## config.mk

```make
export PLATFORM = sky130hd
export DESIGN_NAME = ifu_fetch
export DESIGN_NICKNAME = d
export VERILOG_FILES = /design/src/rtl/ifu_fetch_pkg.sv /design/src/rtl/ifu_fetch_pc_gen.sv /design/src/rtl/ifu_fetch.sv
export SDC_FILE = /design/constraint.sdc
export NUM_CORES = 1
export LEC_CHECK = 0
export ABC_AREA = 0
export CAP_MARGIN = 25
export CELL_PAD_IN_SITES_DETAIL_PLACEMENT = 1
export CELL_PAD_IN_SITES_GLOBAL_PLACEMENT = 1
export CORE_UTILIZATION = 36
export CTS_CLUSTER_SIZE = 20
export DETAILED_ROUTE_END_ITERATION = 10
export PLACE_DENSITY_LB_ADDON = 0.1
export SETUP_SLACK_MARGIN = 0.2
export SYNTH_ARGS = -nofsm -noshare
export SYNTH_HDL_FRONTEND = slang
export SYNTH_SLANG_ARGS = --single-unit
```

## constraint.sdc

```tcl
create_clock -name clk -period 7.8 [get_ports clk]
set_input_delay 1.17 -clock clk [delete_from_list [all_inputs] [get_ports clk]]
set_output_delay 1.17 -clock clk [all_outputs]
set_load 0.03 [all_outputs]
```

## src/rtl/ifu_fetch_pkg.sv

```systemverilog
// ---------------------------------------------------------------------------
// ifu_fetch_pkg
// Shared definitions for the instruction fetch unit: datapath widths,
// fetch FSM state encoding, reset PC and the sequential instruction step.
// ---------------------------------------------------------------------------
package ifu_fetch_pkg;

    localparam int ImmWidth  = 64;
    localparam int InstWidth = 32;

    typedef enum logic [2:0] {
        IFU_IDLE = 3'd0,
        IFU_REQ  = 3'd1,
        IFU_WAIT = 3'd2,
        IFU_DROP = 3'd3,
        IFU_HOLD = 3'd4
    } ifu_state_e;

    localparam logic [ImmWidth-1:0] IFU_RESET_PC  = 64'h0000_0000_8000_0000;
    localparam logic [ImmWidth-1:0] IFU_INST_STEP = 64'd4;

endpackage

```

## src/rtl/ifu_fetch_pc_gen.sv

```systemverilog
// ---------------------------------------------------------------------------
// ifu_fetch_pc_gen
// Architectural fetch PC register and next-PC selection.
// Priority: redirect target (word aligned) > sequential pc+4 > hold.
//
// Ports:
//   clk            clock
//   rst            asynchronous active-high reset (pc -> RESET_PC)
//   redirect_i     load redirect target this cycle
//   redirect_pc_i  redirect target; low two bits are cleared
//   advance_i      step to the next sequential instruction
//   pc_o           current fetch PC
// ---------------------------------------------------------------------------
module ifu_fetch_pc_gen
    import ifu_fetch_pkg::*;
#(
    parameter int                    PC_WIDTH = ImmWidth,
    parameter logic [PC_WIDTH-1:0]   RESET_PC = PC_WIDTH'(IFU_RESET_PC)
) (
    input  logic                 clk,
    input  logic                 rst,
    input  logic                 redirect_i,
    input  logic [PC_WIDTH-1:0]  redirect_pc_i,
    input  logic                 advance_i,
    output logic [PC_WIDTH-1:0]  pc_o
);

    localparam logic [PC_WIDTH-1:0] STEP = PC_WIDTH'(IFU_INST_STEP);

    logic [PC_WIDTH-1:0] pc_q;
    logic [PC_WIDTH-1:0] pc_d;

    always_comb begin
        pc_d = pc_q;
        if (redirect_i) begin
            pc_d = {redirect_pc_i[PC_WIDTH-1:2], 2'b00};
        end else if (advance_i) begin
            // Natural modulo-2^PC_WIDTH wrap.
            pc_d = pc_q + STEP;
        end
    end

    always_ff @(posedge clk or posedge rst) begin
        if (rst) begin
            pc_q <= RESET_PC;
        end else begin
            pc_q <= pc_d;
        end
    end

    assign pc_o = pc_q;

endmodule

```

## src/rtl/ifu_fetch.sv

```systemverilog
// ---------------------------------------------------------------------------
// ifu_fetch
// Instruction fetch stage. Issues one outstanding request at a time to
// instruction memory (valid/ready request, valid-only response), presents
// the fetched PC/instruction pair downstream under valid/ready, and follows
// control-flow redirects, discarding any response that belongs to the old
// path.
//
// Ports:
//   clk, rst          clock, asynchronous active-high reset
//   imem_req_*        request channel (valid/ready, word-aligned address)
//   imem_rsp_*        response channel (valid only, never back-pressured)
//   redirect_*        branch/jump redirect from execute
//   out_*             PC/instruction pair toward IF/ID (valid/ready)
//   inst_cnt          number of instructions delivered downstream
// ---------------------------------------------------------------------------
module ifu_fetch
    import ifu_fetch_pkg::*;
#(
    parameter int                    PC_WIDTH   = ImmWidth,
    parameter int                    INST_WIDTH = InstWidth,
    parameter logic [PC_WIDTH-1:0]   RESET_PC   = PC_WIDTH'(IFU_RESET_PC)
) (
    input  logic                   clk,
    input  logic                   rst,
    output logic                   imem_req_valid,
    input  logic                   imem_req_ready,
    output logic [PC_WIDTH-1:0]    imem_req_addr,
    input  logic                   imem_rsp_valid,
    input  logic [INST_WIDTH-1:0]  imem_rsp_data,
    input  logic                   redirect_valid,
    input  logic [PC_WIDTH-1:0]    redirect_pc,
    output logic                   out_valid,
    input  logic                   out_ready,
    output logic [PC_WIDTH-1:0]    out_pc,
    output logic [INST_WIDTH-1:0]  out_inst,
    output logic [63:0]            inst_cnt
);

    ifu_state_e            state_q;
    ifu_state_e            state_d;
    logic [PC_WIDTH-1:0]   pc;
    logic [PC_WIDTH-1:0]   out_pc_q;
    logic [INST_WIDTH-1:0] inst_buf_q;
    logic [63:0]           inst_cnt_q;

    logic                  redirect_take;
    logic                  advance;
    logic                  buf_load;

    ifu_fetch_pc_gen #(
        .PC_WIDTH (PC_WIDTH),
        .RESET_PC (RESET_PC)
    ) u_pc_gen (
        .clk           (clk),
        .rst           (rst),
        .redirect_i    (redirect_take),
        .redirect_pc_i (redirect_pc),
        .advance_i     (advance),
        .pc_o          (pc)
    );

    always_comb begin
        state_d        = state_q;
        imem_req_valid = 1'b0;
        out_valid      = 1'b0;
        redirect_take  = 1'b0;
        advance        = 1'b0;
        buf_load       = 1'b0;

        case (state_q)
            IFU_IDLE: begin
                state_d = IFU_REQ;
            end

            IFU_REQ: begin
                imem_req_valid = 1'b1;
                redirect_take  = redirect_valid;
                // A request accepted in the same cycle as a redirect is
                // already on the wrong path: its response must be dropped.
                if (imem_req_ready) begin
                    state_d = redirect_valid ? IFU_DROP : IFU_WAIT;
                end
            end

            IFU_WAIT: begin
                if (redirect_valid) begin
                    redirect_take = 1'b1;
                    state_d       = imem_rsp_valid ? IFU_REQ : IFU_DROP;
                end else if (imem_rsp_valid) begin
                    buf_load = 1'b1;
                    state_d  = IFU_HOLD;
                end
            end

            IFU_DROP: begin
                redirect_take = redirect_valid;
                if (imem_rsp_valid) begin
                    state_d = IFU_REQ;
                end
            end

            IFU_HOLD: begin
                // A redirect kills the held instruction in the same cycle.
                out_valid = ~redirect_valid;
                if (redirect_valid) begin
                    redirect_take = 1'b1;
                    state_d       = IFU_REQ;
                end else if (out_ready) begin
                    advance = 1'b1;
                    state_d = IFU_REQ;
                end
            end

            default: begin
                state_d = IFU_IDLE;
            end
        endcase
    end

    always_ff @(posedge clk or posedge rst) begin
        if (rst) begin
            state_q    <= IFU_IDLE;
            out_pc_q   <= RESET_PC;
            inst_buf_q <= '0;
            inst_cnt_q <= '0;
        end else begin
            state_q <= state_d;
            // out_pc/out_inst are captured together on entry to HOLD, so
            // they keep the last presented pair after leaving HOLD even
            // though the fetch PC has moved on.
            if (buf_load) begin
                out_pc_q   <= pc;
                inst_buf_q <= imem_rsp_data;
            end
            if (advance) begin
                inst_cnt_q <= inst_cnt_q + 64'd1;
            end
        end
    end

    assign imem_req_addr = pc;
    assign out_pc        = out_pc_q;
    assign out_inst      = inst_buf_q;
    assign inst_cnt      = inst_cnt_q;

endmodule

```

==> results.toml, run 1 <==
[yosys]
synth.avg_cell_area_sq_um = 11.2
synth-main-ff-cell = "dfrtp_1"
ys_seq_area_share_pct = 53.6
synthMuxAreaShare_pct = 10.5
synth_top_family_by_area = "simple AND/OR/NAND/NOR gates"
ys_top_cells_by_area = "dfrtp_1 (53%), mux2_2 (10%), xnor2_1 (6.1%)"
synth_xor_area_share_pct = 8.24
synth_common_cells = "dfrtp_1 (221), mux2_2 (95), nand2_1 (85), xnor2_1 (73), nand4_1 (49)"
synth-compound-area-share_pct = 5.20
ys_seq_elements = 223
syn_area_sq_um = 10400
yosysUniqueCellTypes = 57
syn_inst = 928
yosys.area_share.simple_pct = 19.4
synthArstFlopShare_pct = 100
synth_edf_count = 0
synthAdderAreaFrac_pct = 0.240
synth_top_area_share_pct = 53.1
yosysMostFrequentCell = "dfrtp_1"
ys_warn_count = 0
synth_top_cell_by_area = "dfrtp_1"

[place]
dp.cells = 1594
placed_area_sq_um = 14000
place_hpwl_microns = 23400
port_buffers = 321
pre_cts_ws_ns = 3.37
place.gp.congestion = 0.769

[worst_hold_path]
hold_end = "inst_cnt[61]"
holdPathStages = 1
hold_path_class = "register to register"
hold_path_startpoint = "inst_cnt[61]"

[timing]
worst_pin_slew_ns = 0.939
fin_hold_ws_ns = 0.496
setup_tns_ns = 0
period_minus_slack_ns = 4.44
max_freq_ghz = 0.225
slew_headroom_pct = 36.9
setup_ws_ns = 3.36
hold_viol_final = 0
maxSlewViolCount = 0
clock-skew-final_ns = 0.0118
finalSetupViolCount = 0
rsz0062_at_grt = "false"
fin_crit_sh_pct = 57.0

[clocking]
cts_resized = 0
numCtsBuffers = 27
clockBufferDepth = 3
cts.sinks = 223
clk_latency_ns = 0.53
h-tree-depth = 1
hold_buffers = 0
clkTransAtPathRegs_ns = 0.06
cts_tree = "built"
cts-root-buf = "clkbuf_16"
post_cts_buffers = 0

[worst_setup_path]
max_stage_delay_ns = 0.73
crit_fanout = 12
crit_top_cell = "clkdlybuf4s50_1"
path_class = "input port to output pin"
regToRegSetupSlack_ns = 4.72
r2r_start = "state_q[1]"
critPathSlowestCell = "clkdlybuf4s50_1"
required_ns = 6.63
start_kind = "input port"
critical-path-top-delay-family = "buffers and inverters"
crit_chain = "clkdlybuf4s50_1 -> or4b_4 -> inv_2 -> clkdlybuf4s50_1"
crit_path_end_kind = "output pin"
critPathBufInv = 3
rr_endpoint = "inst_cnt[51]"
critPathArrivalTime_ns = 3.27
ff2ff_path_depth = 5

[finish]
fin_util_pct = 52.8
n_fill_cell = 3017
finalNetCount = 1349
layout-drive-gt1-share_pct = 13.6
layoutNonFillerInstCount = 1646
design_area_sq_um = 14900
area_growth_pct = 42.7

[power_and_ir_drop]
p_total_mw = 4.62
p_leak_nw = 6.00
ir_drop_uv = 214
p_per_area_nw_per_um2 = 311

[floorplanning]
core-area_sq_um = 28200
initial_core_util_pct = 37.0
fp.dieH_microns = 172
dieArea_sq_um = 29600
rows = 61
ios = 328
die_w_microns = 172

[drt]
firstDrtPassIters = 6
drcViolationCount = 0
ant_nets = 0
maxUsedRoutingLayer = "met4"
routed_wl_microns = 32600
drt_iter0_markers = 445
routed-wl-met2_microns = 15500
drt-met1-wl_microns = 14400
dr_total_vias = 8532
wl_per_cell_microns = 19.8
via_per_inst = 5.18
wl_met3_microns = 2080

[global_route]
antenna_found_initial = 2
grt_usage_pct = 22.0
grt_pass1_wl_microns = 51000
grt_pass1_vias = 8752
gr-total-overflow = 0
grt_max_degree = 116

[outcome]
outcome = "finished, final reports clean"

[flow_run]
drv_cap = 0
## how the worst max path moves through the flow
stage,start,to,cells after the start
2_1_floorplan,rst,inst_cnt[0],1
3_3_place_gp,redirect_valid,out_valid,4
3_5_place_dp,redirect_valid,out_valid,4
4_1_cts,redirect_valid,out_valid,4
5_1_grt,redirect_valid,out_valid,4
6_report,redirect_valid,out_valid,4
## power by group
group / total [mW] / switching [mW] / internal (mW)
registers: 1.70 / 0.250 / 1.45
logic: 1.69 / 0.930 / 0.756
clock network: 1.24 / 0.495 / 0.745
total: 4.62 / 1.67 / 2.95
## kinds of logic after synthesis
group / after synthesis
flops: 223
buf+inv: 60
fa+ha+maj: 2
mux: 97
simple gates: 356
compound gates: 91
other cells: 1
xor+xnor: 98
## sequential cells by signal (all words and copies together), names as in the netlist
name and count:
inst_cnt 64, out_inst 32, out_pc 62, state_q 3, u_pc_gen.pc_o 62
## layer usage
layer  up-vias  GRT usage [%]
met5         -              0
li1       3978              -
met3        34           4.92
met4         0           5.31
met2       226           35.9
met1      4294           29.7
## layout make-up
cell class	count	area, sq um	area share, %
diodes	3	7.51	0.0505
clock buffers	43	816	5.49
clock inverters	6	61.3	0.412
inverters	17	71.3	0.480
multi-input cells	648	4570	30.7
flip-flops and latches	223	5580	37.6
well taps	378	473	3.18
repair buffers	328	3290	22.1
## cells in the final DEF, fill, tap and decap left out, types with 3 or more instances in the layout
| cell type | netlist | final |
|---|---|---|
| a21oi_1 | 3 | 3 |
| a31oi_1 | 26 | 26 |
| and2_1 | 11 | 11 |
| and3_1 | 17 | 16 |
| and4_1 | 14 | 14 |
| buf_4 | 6 | 6 |
| clkbuf_1 | 21 | 8 |
| clkbuf_16 | 0 | 27 |
| clkbuf_8 | 0 | 8 |
| clkdlybuf4s50_1 | 0 | 321 |
| clkinv_2 | 0 | 3 |
| conb_1 | 1 | 4 |
| dfrtp_1 | 221 | 221 |
| diode_2 | 0 | 3 |
| inv_1 | 16 | 15 |
| mux2_2 | 95 | 95 |
| nand2_1 | 85 | 85 |
| nand3_1 | 47 | 46 |
| nand4_1 | 49 | 49 |
| nor2_1 | 48 | 48 |
| nor3_1 | 13 | 13 |
| nor4_1 | 10 | 9 |
| o21ai_0 | 40 | 40 |
| o31ai_1 | 15 | 15 |
| or2_2 | 3 | 3 |
| or3_1 | 13 | 13 |
| or4_1 | 19 | 19 |
| or4_4 | 5 | 5 |
| xnor2_1 | 73 | 73 |
| xor2_1 | 25 | 25 |
Note: power is estimated with default switching activity, not from simulation.
==> run 2: changes to the inputs <==
CORE_UTILIZATION = 33   (was 36)
clock period = 3.63 ns   (was 7.8 ns; I/O delays follow)
==> results.toml, run 2 (synthesis gave the netlist of run 1 again) <==
[global_route]
antenna_found_initial = 2
grt_max_degree = 51
gr-total-overflow = 0
grt_pass1_vias = 9061
grt_pass1_wl_microns = 53800
grt_usage_pct = 20.9

[drt]
drt_iter0_markers = 369
via_per_inst = 5.15
drcViolationCount = 17
dr_total_vias = 8673
wl_per_cell_microns = 19.9
routed_wl_microns = 33500
firstDrtPassIters = 9
ant_nets = 0

[finish]
finalNetCount = 1370
layout_commonest_cell = "clkdlybuf4s50_1"
fin_util_pct = 49.1
largest_reg_flops = 64
area_growth_pct = 45.4
design_area_sq_um = 15100
layout_common_cells = "clkdlybuf4s50_1 (321), dfrtp_1 (221), mux2_2 (95)"
n_antenna_cell = 0
layout-drive-gt1-share_pct = 15.2
n_fill_cell = 3312
layoutNonFillerInstCount = 1683

[place]
place_hpwl_microns = 24300
pre_cts_ws_ns = 0.287
dp.cells = 1632
port_buffers = 321
placed_area_sq_um = 14200
place.gp.congestion = 0.779

[clocking]
numCtsBuffers = 28
post_cts_buffers = 0
cts-root-buf = "clkbuf_16"
cts_resized = 0
clockBufferDepth = 3
clkTransAtPathRegs_ns = 0.06
cts_tree = "built"
hold_buffers = 0
cts.sinks = 223
h-tree-depth = 1
clk_latency_ns = 0.54

[worst_setup_path]
path_class = "register to output pin"
required_ns = 3.09
crit_fanout = 12
crit_path_end_kind = "output pin"
start_kind = "register"
critPathArrivalTime_ns = 2.62

[timing]
hold_viol_final = 0
maxSlewViolCount = 0
worst_pin_slew_ns = 0.804
slew_headroom_pct = 46.3
setup_tns_ns = 0
finalSetupViolCount = 0
fin_hold_ws_ns = 0.489
period_minus_slack_ns = 3.16
rsz0062_at_grt = "false"
fin_crit_sh_pct = 87.1
max_freq_ghz = 0.316
clock-skew-final_ns = 0.0176
setup_ws_ns = 0.466

[floorplanning]
rows = 64
ios = 328
core-area_sq_um = 30800
dieArea_sq_um = 32300
die_w_microns = 180
initial_core_util_pct = 33.8
fp.dieH_microns = 180

[outcome]
violations = "DRC"
outcome = "finished, violations left"

[power_and_ir_drop]
p_per_area_nw_per_um2 = 672
p_total_mw = 10.2
p_leak_nw = 6.16
ir_drop_uv = 478

[flow_run]
drv_cap = 0

[worst_hold_path]
hold_path_class = "register to register"
-- run 2: power by group --
part	switching [mW]	internal (mW)	total, mW
clock	1.08	1.81	2.89
combinational	2.02	1.64	3.66
sequential	0.524	3.11	3.63
-- run 2: critical path, cell delays in order, from the launching register on --
cell             delay, ns
dfrtp_1               0.45
or4b_4                0.70
inv_2                 0.17
clkdlybuf4s50_1       0.75
-- run 2: routing by layer --
metal  vias up  track usage (%)  share of wire (%)
li1       4020                -                  -
met1      4354             28.2                 45
met2       252             33.5                 46
met3        43             5.19                6.7
met4         4             5.03                2.2
met5         -                0               0.10
-- run 2: area by class of cell --
type	instances	area [sq um]	share of cell area, %
clock buffer	42	845	5.58
timing repair buffer	348	3470	22.9
tap	396	495	3.27
multi-input combinational	648	4570	30.2
sequential	223	5580	36.9
inverter	17	67.6	0.446
clock inverter	9	123	0.809
-- run 2: worst paths after layout --
kind                                endpoint  slack, ns  cells after the start               from
setup / recovery                   out_valid       0.47                      3         state_q[1]
hold / removal                  inst_cnt[15]       0.49                      1       inst_cnt[15]
setup reg to reg           u_pc_gen.pc_o[40]       0.73                      5  u_pc_gen.pc_o[12]
hold reg to reg                 inst_cnt[15]       0.49                      1       inst_cnt[15]
max in group asynchronous       inst_cnt[40]       2.33                      3                rst
min in group asynchronous  u_pc_gen.pc_o[45]       0.51                      2                rst
